File: config.mk
export PLATFORM = sky130hd
export DESIGN_NAME = f2f_lvds_tx_framer_flat
export DESIGN_NICKNAME = d
export VERILOG_FILES = /design/src/rtl/f2f_lvds_tx_framer_if.sv /design/src/rtl/f2f_lvds_tx_framer.sv /design/src/flat_wrapper.sv
export SDC_FILE = /design/constraint.sdc
export NUM_CORES = 1
export LEC_CHECK = 0
export BUFFER_PORTS_ARGS = -buffer_cell sky130_fd_sc_hd__buf_4
export CORE_ASPECT_RATIO = 2
export CORE_MARGIN = 1
export CORE_UTILIZATION = 49
export CTS_CLUSTER_DIAMETER = 200
export DETAILED_ROUTE_END_ITERATION = 7
export GPL_ROUTABILITY_DRIVEN = 0
export PLACE_DENSITY = 0.72
export REMOVE_ABC_BUFFERS = 1
export SLEW_MARGIN = 40
export SYNTH_ARGS = -nofsm -noshare
export SYNTH_HDL_FRONTEND = slang
export SYNTH_SLANG_ARGS = --single-unit
File: constraint.sdc
create_clock -name CLK_I -period 2.4 [get_ports CLK_I]
set_clock_uncertainty 0.05 [all_clocks]
set_input_delay 0.48 -clock CLK_I [delete_from_list [all_inputs] [get_ports CLK_I]]
set_output_delay 0.48 -clock CLK_I [all_outputs]
set_load 0.05 [all_outputs]
File: src/rtl/f2f_lvds_tx_framer_if.sv
// Word stream into the BLVDS transmit framer: valid/ready with an end-of-frame marker.
interface f2f_lvds_tx_framer_if #(
    parameter int DATA_W = 32
);
    logic [DATA_W-1:0] S_DATA_I;
    logic              S_VALID_I;
    logic              S_LAST_I;
    logic              S_READY_O;

    modport master (output S_DATA_I, S_VALID_I, S_LAST_I, input  S_READY_O);
    modport slave  (input  S_DATA_I, S_VALID_I, S_LAST_I, output S_READY_O);
endinterface

File: src/rtl/f2f_lvds_tx_framer.sv
// BLVDS transmit framer: serialises stream words into 5-bit lane symbols and owns
// driver turnaround on the shared lanes (drives only while a frame is in flight).
//
// state    | meaning
// IDLE     | lanes released, waiting for EN_I and a valid word
// TURN_ON  | driver enabled, IDLE guard symbols
// SOF      | start-of-frame symbol, first word offered
// DATA     | payload nibbles, MSB first
// STALL    | upstream starved mid-frame, IDLE filler
// CHK      | XOR checksum of all payload nibbles
// EOF      | end-of-frame symbol
// TURN_OFF | IDLE guard symbols before release
module f2f_lvds_tx_framer #(
    parameter int DATA_W    = 32,
    parameter int MAX_WORDS = 16,
    parameter int TURN_CYC  = 2
) (
    input  logic                CLK_I,
    input  logic                RSTN_I,
    input  logic                EN_I,
    f2f_lvds_tx_framer_if.slave s_if,
    output logic [4:0]          TX_DAT_O,
    output logic                TX_T_O,
    output logic                BUSY_O,
    output logic [15:0]         FRM_CNT_O,
    output logic                TRUNC_O
);
    localparam int NW  = DATA_W / 4;
    localparam int NBW = (NW > 1) ? $clog2(NW) : 1;
    localparam int WCW = $clog2(MAX_WORDS + 1);
    localparam int TW  = (TURN_CYC > 1) ? $clog2(TURN_CYC) : 1;

    localparam logic [4:0] SYM_IDLE = 5'b1_0000;
    localparam logic [4:0] SYM_SOF  = 5'b1_1010;
    localparam logic [4:0] SYM_EOF  = 5'b1_0101;

    typedef enum logic [2:0] {
        ST_IDLE, ST_TURN_ON, ST_SOF, ST_DATA, ST_STALL, ST_CHK, ST_EOF, ST_TURN_OFF
    } state_t;

    state_t            r_state, w_state_nxt;
    logic [DATA_W-1:0] r_shift, w_shift_nxt;
    logic [NBW-1:0]    r_nib, w_nib_nxt;
    logic [WCW-1:0]    r_wcnt, w_wcnt_nxt;
    logic              r_last, w_last_nxt;
    logic [3:0]        r_chk, w_chk_nxt, w_nib_val;
    logic [TW-1:0]     r_tmr, w_tmr_nxt;
    logic              r_ready, w_ready_nxt;
    logic [4:0]        r_dat, w_dat_nxt;
    logic              r_t, r_busy, r_trunc, w_trunc_nxt;
    logic [15:0]       r_frm, w_frm_nxt;
    logic              w_xfer, w_close, w_load;

    assign w_xfer  = r_ready & s_if.S_VALID_I;
    assign w_close = r_last | (r_wcnt == WCW'(MAX_WORDS));

    always_comb begin
        w_state_nxt = r_state;
        w_shift_nxt = r_shift;
        w_nib_nxt   = r_nib;
        w_wcnt_nxt  = r_wcnt;
        w_last_nxt  = r_last;
        w_chk_nxt   = r_chk;
        w_tmr_nxt   = r_tmr;
        w_trunc_nxt = 1'b0;
        w_frm_nxt   = r_frm;
        w_load      = 1'b0;
        w_nib_val   = 4'h0;
        w_dat_nxt   = SYM_IDLE;
        w_ready_nxt = 1'b0;

        unique case (r_state)
            ST_IDLE: begin
                if (EN_I && s_if.S_VALID_I) begin
                    w_state_nxt = ST_TURN_ON;
                    w_tmr_nxt   = TW'(TURN_CYC - 1);
                end
            end
            ST_TURN_ON: begin
                if (r_tmr == '0) begin
                    w_state_nxt = ST_SOF;
                    w_chk_nxt   = 4'h0;
                    w_wcnt_nxt  = '0;
                end else begin
                    w_tmr_nxt = r_tmr - TW'(1);
                end
            end
            ST_SOF: begin
                if (w_xfer) w_load = 1'b1;
                else        w_state_nxt = ST_STALL;
            end
            ST_DATA: begin
                if (r_nib != NBW'(NW - 1)) begin
                    w_nib_val   = r_shift[DATA_W-1 -: 4];
                    w_shift_nxt = r_shift << 4;
                    w_nib_nxt   = r_nib + NBW'(1);
                end else if (w_close) begin
                    w_state_nxt = ST_CHK;
                    w_trunc_nxt = ~r_last;
                end else if (w_xfer) begin
                    w_load = 1'b1;
                end else begin
                    w_state_nxt = ST_STALL;
                end
            end
            ST_STALL: begin
                if (w_xfer) w_load = 1'b1;
            end
            ST_CHK:  w_state_nxt = ST_EOF;
            ST_EOF: begin
                w_state_nxt = ST_TURN_OFF;
                w_tmr_nxt   = TW'(TURN_CYC - 1);
                w_frm_nxt   = r_frm + 16'd1;
            end
            ST_TURN_OFF: begin
                if (r_tmr == '0) w_state_nxt = ST_IDLE;
                else             w_tmr_nxt   = r_tmr - TW'(1);
            end
            default: w_state_nxt = ST_IDLE;
        endcase

        // A fresh word goes straight onto the lane, so back-to-back words have no bubble
        if (w_load) begin
            w_state_nxt = ST_DATA;
            w_nib_val   = s_if.S_DATA_I[DATA_W-1 -: 4];
            w_shift_nxt = s_if.S_DATA_I << 4;
            w_nib_nxt   = '0;
            w_wcnt_nxt  = r_wcnt + WCW'(1);
            w_last_nxt  = s_if.S_LAST_I;
        end

        if (w_state_nxt == ST_DATA) w_chk_nxt = r_chk ^ w_nib_val;

        // Ready is offered during the last nibble so the next word lands without a gap
        w_ready_nxt = (w_state_nxt == ST_SOF) || (w_state_nxt == ST_STALL) ||
                      ((w_state_nxt == ST_DATA) && (w_nib_nxt == NBW'(NW - 1)) &&
                       !w_last_nxt && (w_wcnt_nxt != WCW'(MAX_WORDS)));

        unique case (w_state_nxt)
            ST_IDLE: w_dat_nxt = 5'b0_0000;
            ST_SOF:  w_dat_nxt = SYM_SOF;
            ST_DATA: w_dat_nxt = {1'b0, w_nib_val};
            ST_CHK:  w_dat_nxt = {1'b0, r_chk};
            ST_EOF:  w_dat_nxt = SYM_EOF;
            default: w_dat_nxt = SYM_IDLE;
        endcase
    end

    always_ff @(posedge CLK_I or negedge RSTN_I) begin
        if (!RSTN_I) begin
            r_state <= ST_IDLE;
            r_shift <= '0;
            r_nib   <= '0;
            r_wcnt  <= '0;
            r_last  <= 1'b0;
            r_chk   <= 4'h0;
            r_tmr   <= '0;
            r_ready <= 1'b0;
            r_dat   <= 5'b0_0000;
            r_t     <= 1'b1;
            r_busy  <= 1'b0;
            r_trunc <= 1'b0;
            r_frm   <= 16'd0;
        end else begin
            r_state <= w_state_nxt;
            r_shift <= w_shift_nxt;
            r_nib   <= w_nib_nxt;
            r_wcnt  <= w_wcnt_nxt;
            r_last  <= w_last_nxt;
            r_chk   <= w_chk_nxt;
            r_tmr   <= w_tmr_nxt;
            r_ready <= w_ready_nxt;
            r_dat   <= w_dat_nxt;
            r_t     <= (w_state_nxt == ST_IDLE);
            r_busy  <= (w_state_nxt != ST_IDLE);
            r_trunc <= w_trunc_nxt;
            r_frm   <= w_frm_nxt;
        end
    end

    assign s_if.S_READY_O = r_ready;
    assign TX_DAT_O       = r_dat;
    assign TX_T_O         = r_t;
    assign BUSY_O         = r_busy;
    assign FRM_CNT_O      = r_frm;
    assign TRUNC_O        = r_trunc;
endmodule

File: src/flat_wrapper.sv
// flat-port wrapper written by rule: the top's interface ports become plain ports
module f2f_lvds_tx_framer_flat 
#(
    parameter int DATA_W    = 32,
    parameter int MAX_WORDS = 16,
    parameter int TURN_CYC  = 2
)
  (CLK_I, RSTN_I, EN_I, TX_DAT_O, TX_T_O, BUSY_O, FRM_CNT_O, TRUNC_O, s_if_S_DATA_I, s_if_S_VALID_I, s_if_S_LAST_I, s_if_S_READY_O);
  f2f_lvds_tx_framer_if #(.DATA_W(DATA_W)) s_if_i ();
  input  logic CLK_I;
  input  logic RSTN_I;
  input  logic EN_I;
  output logic [4:0] TX_DAT_O;
  output logic TX_T_O;
  output logic BUSY_O;
  output logic [15:0] FRM_CNT_O;
  output logic TRUNC_O;
  input wire logic [$bits(s_if_i.S_DATA_I)-1:0] s_if_S_DATA_I;
  input wire logic [$bits(s_if_i.S_VALID_I)-1:0] s_if_S_VALID_I;
  input wire logic [$bits(s_if_i.S_LAST_I)-1:0] s_if_S_LAST_I;
  output wire logic [$bits(s_if_i.S_READY_O)-1:0] s_if_S_READY_O;
  assign s_if_i.S_DATA_I = s_if_S_DATA_I;
  assign s_if_i.S_VALID_I = s_if_S_VALID_I;
  assign s_if_i.S_LAST_I = s_if_S_LAST_I;
  assign s_if_S_READY_O = s_if_i.S_READY_O;
  f2f_lvds_tx_framer #(.DATA_W(DATA_W), .MAX_WORDS(MAX_WORDS), .TURN_CYC(TURN_CYC)) u_core (.CLK_I(CLK_I), .RSTN_I(RSTN_I), .EN_I(EN_I), .s_if(s_if_i), .TX_DAT_O(TX_DAT_O), .TX_T_O(TX_T_O), .BUSY_O(BUSY_O), .FRM_CNT_O(FRM_CNT_O), .TRUNC_O(TRUNC_O));
endmodule
==> metrics.txt <==
I/O pin count=62; setup repair after global routing missed its margin=false; global-route wire length before repair=11.5 mm; worst-case reg-to-reg path depth=7; number of buffers on the longest clock path=2; Worst-Margin Slew=0.539 ns; vias in the first global route=2556; Period Utilization, post-route=95.4%; Setup Fix Bufs, Post-CTS=0; global router's overall resource usage=21.5%; worst path required time=2.55 ns; root buf cell=clkbuf_16; detailed-route DRC error count=0; DP HPWL=5.23 mm; share of post-route cells with drive strength above 1=32.1%; path length in cells of the critical path=7; Final Power=0.00545 W; clock tree from TritonCTS=built; Port Buffer Count=61; achievable frequency=437 MHz; area added between synthesis and finish=27.8%; area of the core=0.00667 mm²; placement row count=42; Setup TNS=0 ns; element type at the critical path start=register; total of endpoints with negative setup slack in the final report=0; Overflow after GRT=0; flip-flop and latch count after synthesis=70; number of detailed-route iterations in the first pass=4; Vias=2625; Yosys top cell by area=dfrtp_1; ys async rst share=100%; most common cell after layout, fill and taps aside=buf_4; worst setup path category=register to register; post-synthesis cell area=0.00343 mm²; number of violations of the max-capacitance limit=0; setup slack at placement=0.105 ns; initial core utilization=51.4%; Placed Cells=453; count of final hold-check violations=0; nets=418; DIE AREA=0.00736 mm²; pin count of the biggest net entering global routing=43; count of synthesis-stage warnings from yosys=0; CP bufs+invs=1; distinct cell type count of the synthesized netlist=58; drt total wl=7.19 mm; share of synthesized area occupied by flip-flops and latches=51.1%; Worst-Skew Late Latency=0.34 ns; total count of max-transition violations in the final report=0; TritonCTS Buffers=9; synthesized area per cell=11.6 µm²; EDFF count, synth=0; data arrival at the endpoint of the critical path=2.43 ns; count of filler cells inserted in the layout=531; ANT nets after route=0; diode count=0; via/cell ratio=5.61; flip-flop cell with the highest count after synthesis=dfrtp_1; kind of end point of the critical path=register; LEAKAGE=2.21 nW; Die Y=120 µm; most frequent cells in the layout=buf_4, dfrtp_1, a22o_1; power density cells=1240 mW/mm²; family of cells with the greatest summed delay on the critical path=simple AND/OR/NAND/NOR gates; number of clock sinks seen by CTS=70; wire per inst=15.4 µm; share of the core filled with cells=65.7%; Slowest cell on crit path=dfrtp_1; Detailed Route Iter0 Violations=98; Yosys top cell area share=50.3%; cells after synthesis=297; antenna violations before repair=0; number of H-tree levels=3; die extent in x=61.2 µm; Final Instance Count excl. Fillers=468; status=completed; post-route worst setup slack=0.111 ns; time the final worst path needs with I/O delays and setup=2.29 ns; normalized max-slew margin=64.1%; Clock transition at path regs=0.05 ns; type of the worst min-delay path=input port to asynchronous set/reset pin; slowest cell delay on critical path=0.50 ns; worst-path fanout max=8; IR Drop Worst-Case VDD=0.653 mV; cell types occupying the most area after synthesis=dfrtp_1, a22o_1, a21o_1; critical path cell sequence=nand3b_2 > nor4_4 > buf_4 > o21ai_1 > mux2i_1 > a2111oi_0 > o311ai_1
cell families (layout without fill, tap and decap cells):
group                      count (synthesis)  count (layout)  synth area share, %
AOI/OAI and AO/OA                         87              88                 21.2
xor gates and xnor gates                  21              21                 5.36
adders and majority gates                  4               4                 1.46
buffers and inverters                     23             105                 3.83
DFF                                       70              70                 51.1
muxes                                      5               5                 1.46
and+or+nand+nor                           87              87                 15.6
worst register-to-register path, delay by kind of cell, from the launching register on:
kind | cells | cell delay (ns)
buffers and inverters | 1 | 0.18
and+or+nand+nor | 2 | 0.69
DFF | 1 | 0.50
AOI/OAI and AO/OA | 3 | 0.60
muxes | 1 | 0.13
where the power goes:
| group | total (W) | internal [W] | switching (W) |
|---|---|---|---|
| combinational | 0.00229 | 0.00102 | 0.00127 |
| sequential | 0.00199 | 0.00161 | 0.000379 |
| clock | 0.00117 | 0.000710 | 0.000462 |
sequential cells by signal, summed over array words and instances (netlist names):
name	flops
u_core.BUSY_O	1
u_core.FRM_CNT_O	16
u_core.TRUNC_O	1
u_core.TX_DAT_O	5
u_core.TX_T_O	1
u_core.r_chk	4
u_core.r_last	1
u_core.r_nib	3
u_core.r_shift	28
u_core.r_state	3
u_core.r_tmr	1
u_core.r_wcnt	5
u_core.s_if.S_READY_O	1
synth_stat cells (2+ instances only):
master,instances
mux2i_1,5
nand3_1,9
nand3b_1,3
dfrtp_1,69
o211ai_1,2
a211o_1,2
clkbuf_1,3
buf_4,3
nor2b_1,2
nor3_1,4
and3_1,4
buf_2,5
a21o_1,23
nand2_1,25
o31ai_1,3
a22o_4,2
a221o_1,2
o21ai_0,4
nand3b_2,2
nand4_1,3
nor2_1,16
xnor2_1,17
xor2_1,4
ha_1,4
inv_1,8
a22o_1,29
a21oi_1,7
nor3_2,5
buf_6,3
metal layers:
| layer | wire [µm] | GRT usage [%] | up-vias |
|---|---|---|---|
| met2 | 3890 | 37.2 | 65 |
| met5 | 0 | 0 | - |
| met1 | 2780 | 22.2 | 1287 |
| met3 | 292 | 5.67 | 17 |
| met4 | 217 | 11.9 | 0 |
| li1 | - | - | 1256 |
what timing repair did:
action,in CTS,in global routing
hold buffers,0,0
setup endpoints to repair,0,27
resized for setup,0,3
path summary, 6_finish.rpt:
check                                     startpoint  slack [ns]                    end
worst min register to register  u_core.FRM_CNT_O[15]        0.42   u_core.FRM_CNT_O[15]
worst max-delay path               u_core.r_state[2]        0.11  u_core.s_if.S_READY_O
max in group asynchronous                     RSTN_I        1.75     u_core.r_shift[17]
worst min-delay path                          RSTN_I        0.01         u_core.TRUNC_O
min in group CLK_I                     s_if_S_LAST_I        0.31          u_core.r_last
worst max register to register     u_core.r_state[2]        0.11  u_core.s_if.S_READY_O
metrics by stage:
step	cell area, µm²	hold WS, ns
finish	4390	0.0139
CTS	4360	0.0232
detailed placement	4090	0.376
global route	4390	0.0456
global placement	4090	0.381
floorplan	3340	0.134
cell type report:
type	instances	area, µm²	area share, %
timing repair buffer	82	641	14.6
multi-input combinational	205	1580	36.0
sequential	70	1750	40.0
clock buffer	10	239	5.45
tap	88	110	2.51
clock inverter	4	25.0	0.571
inverter	9	38.8	0.884
No activity file was read; power rests on OpenSTA's default activity.
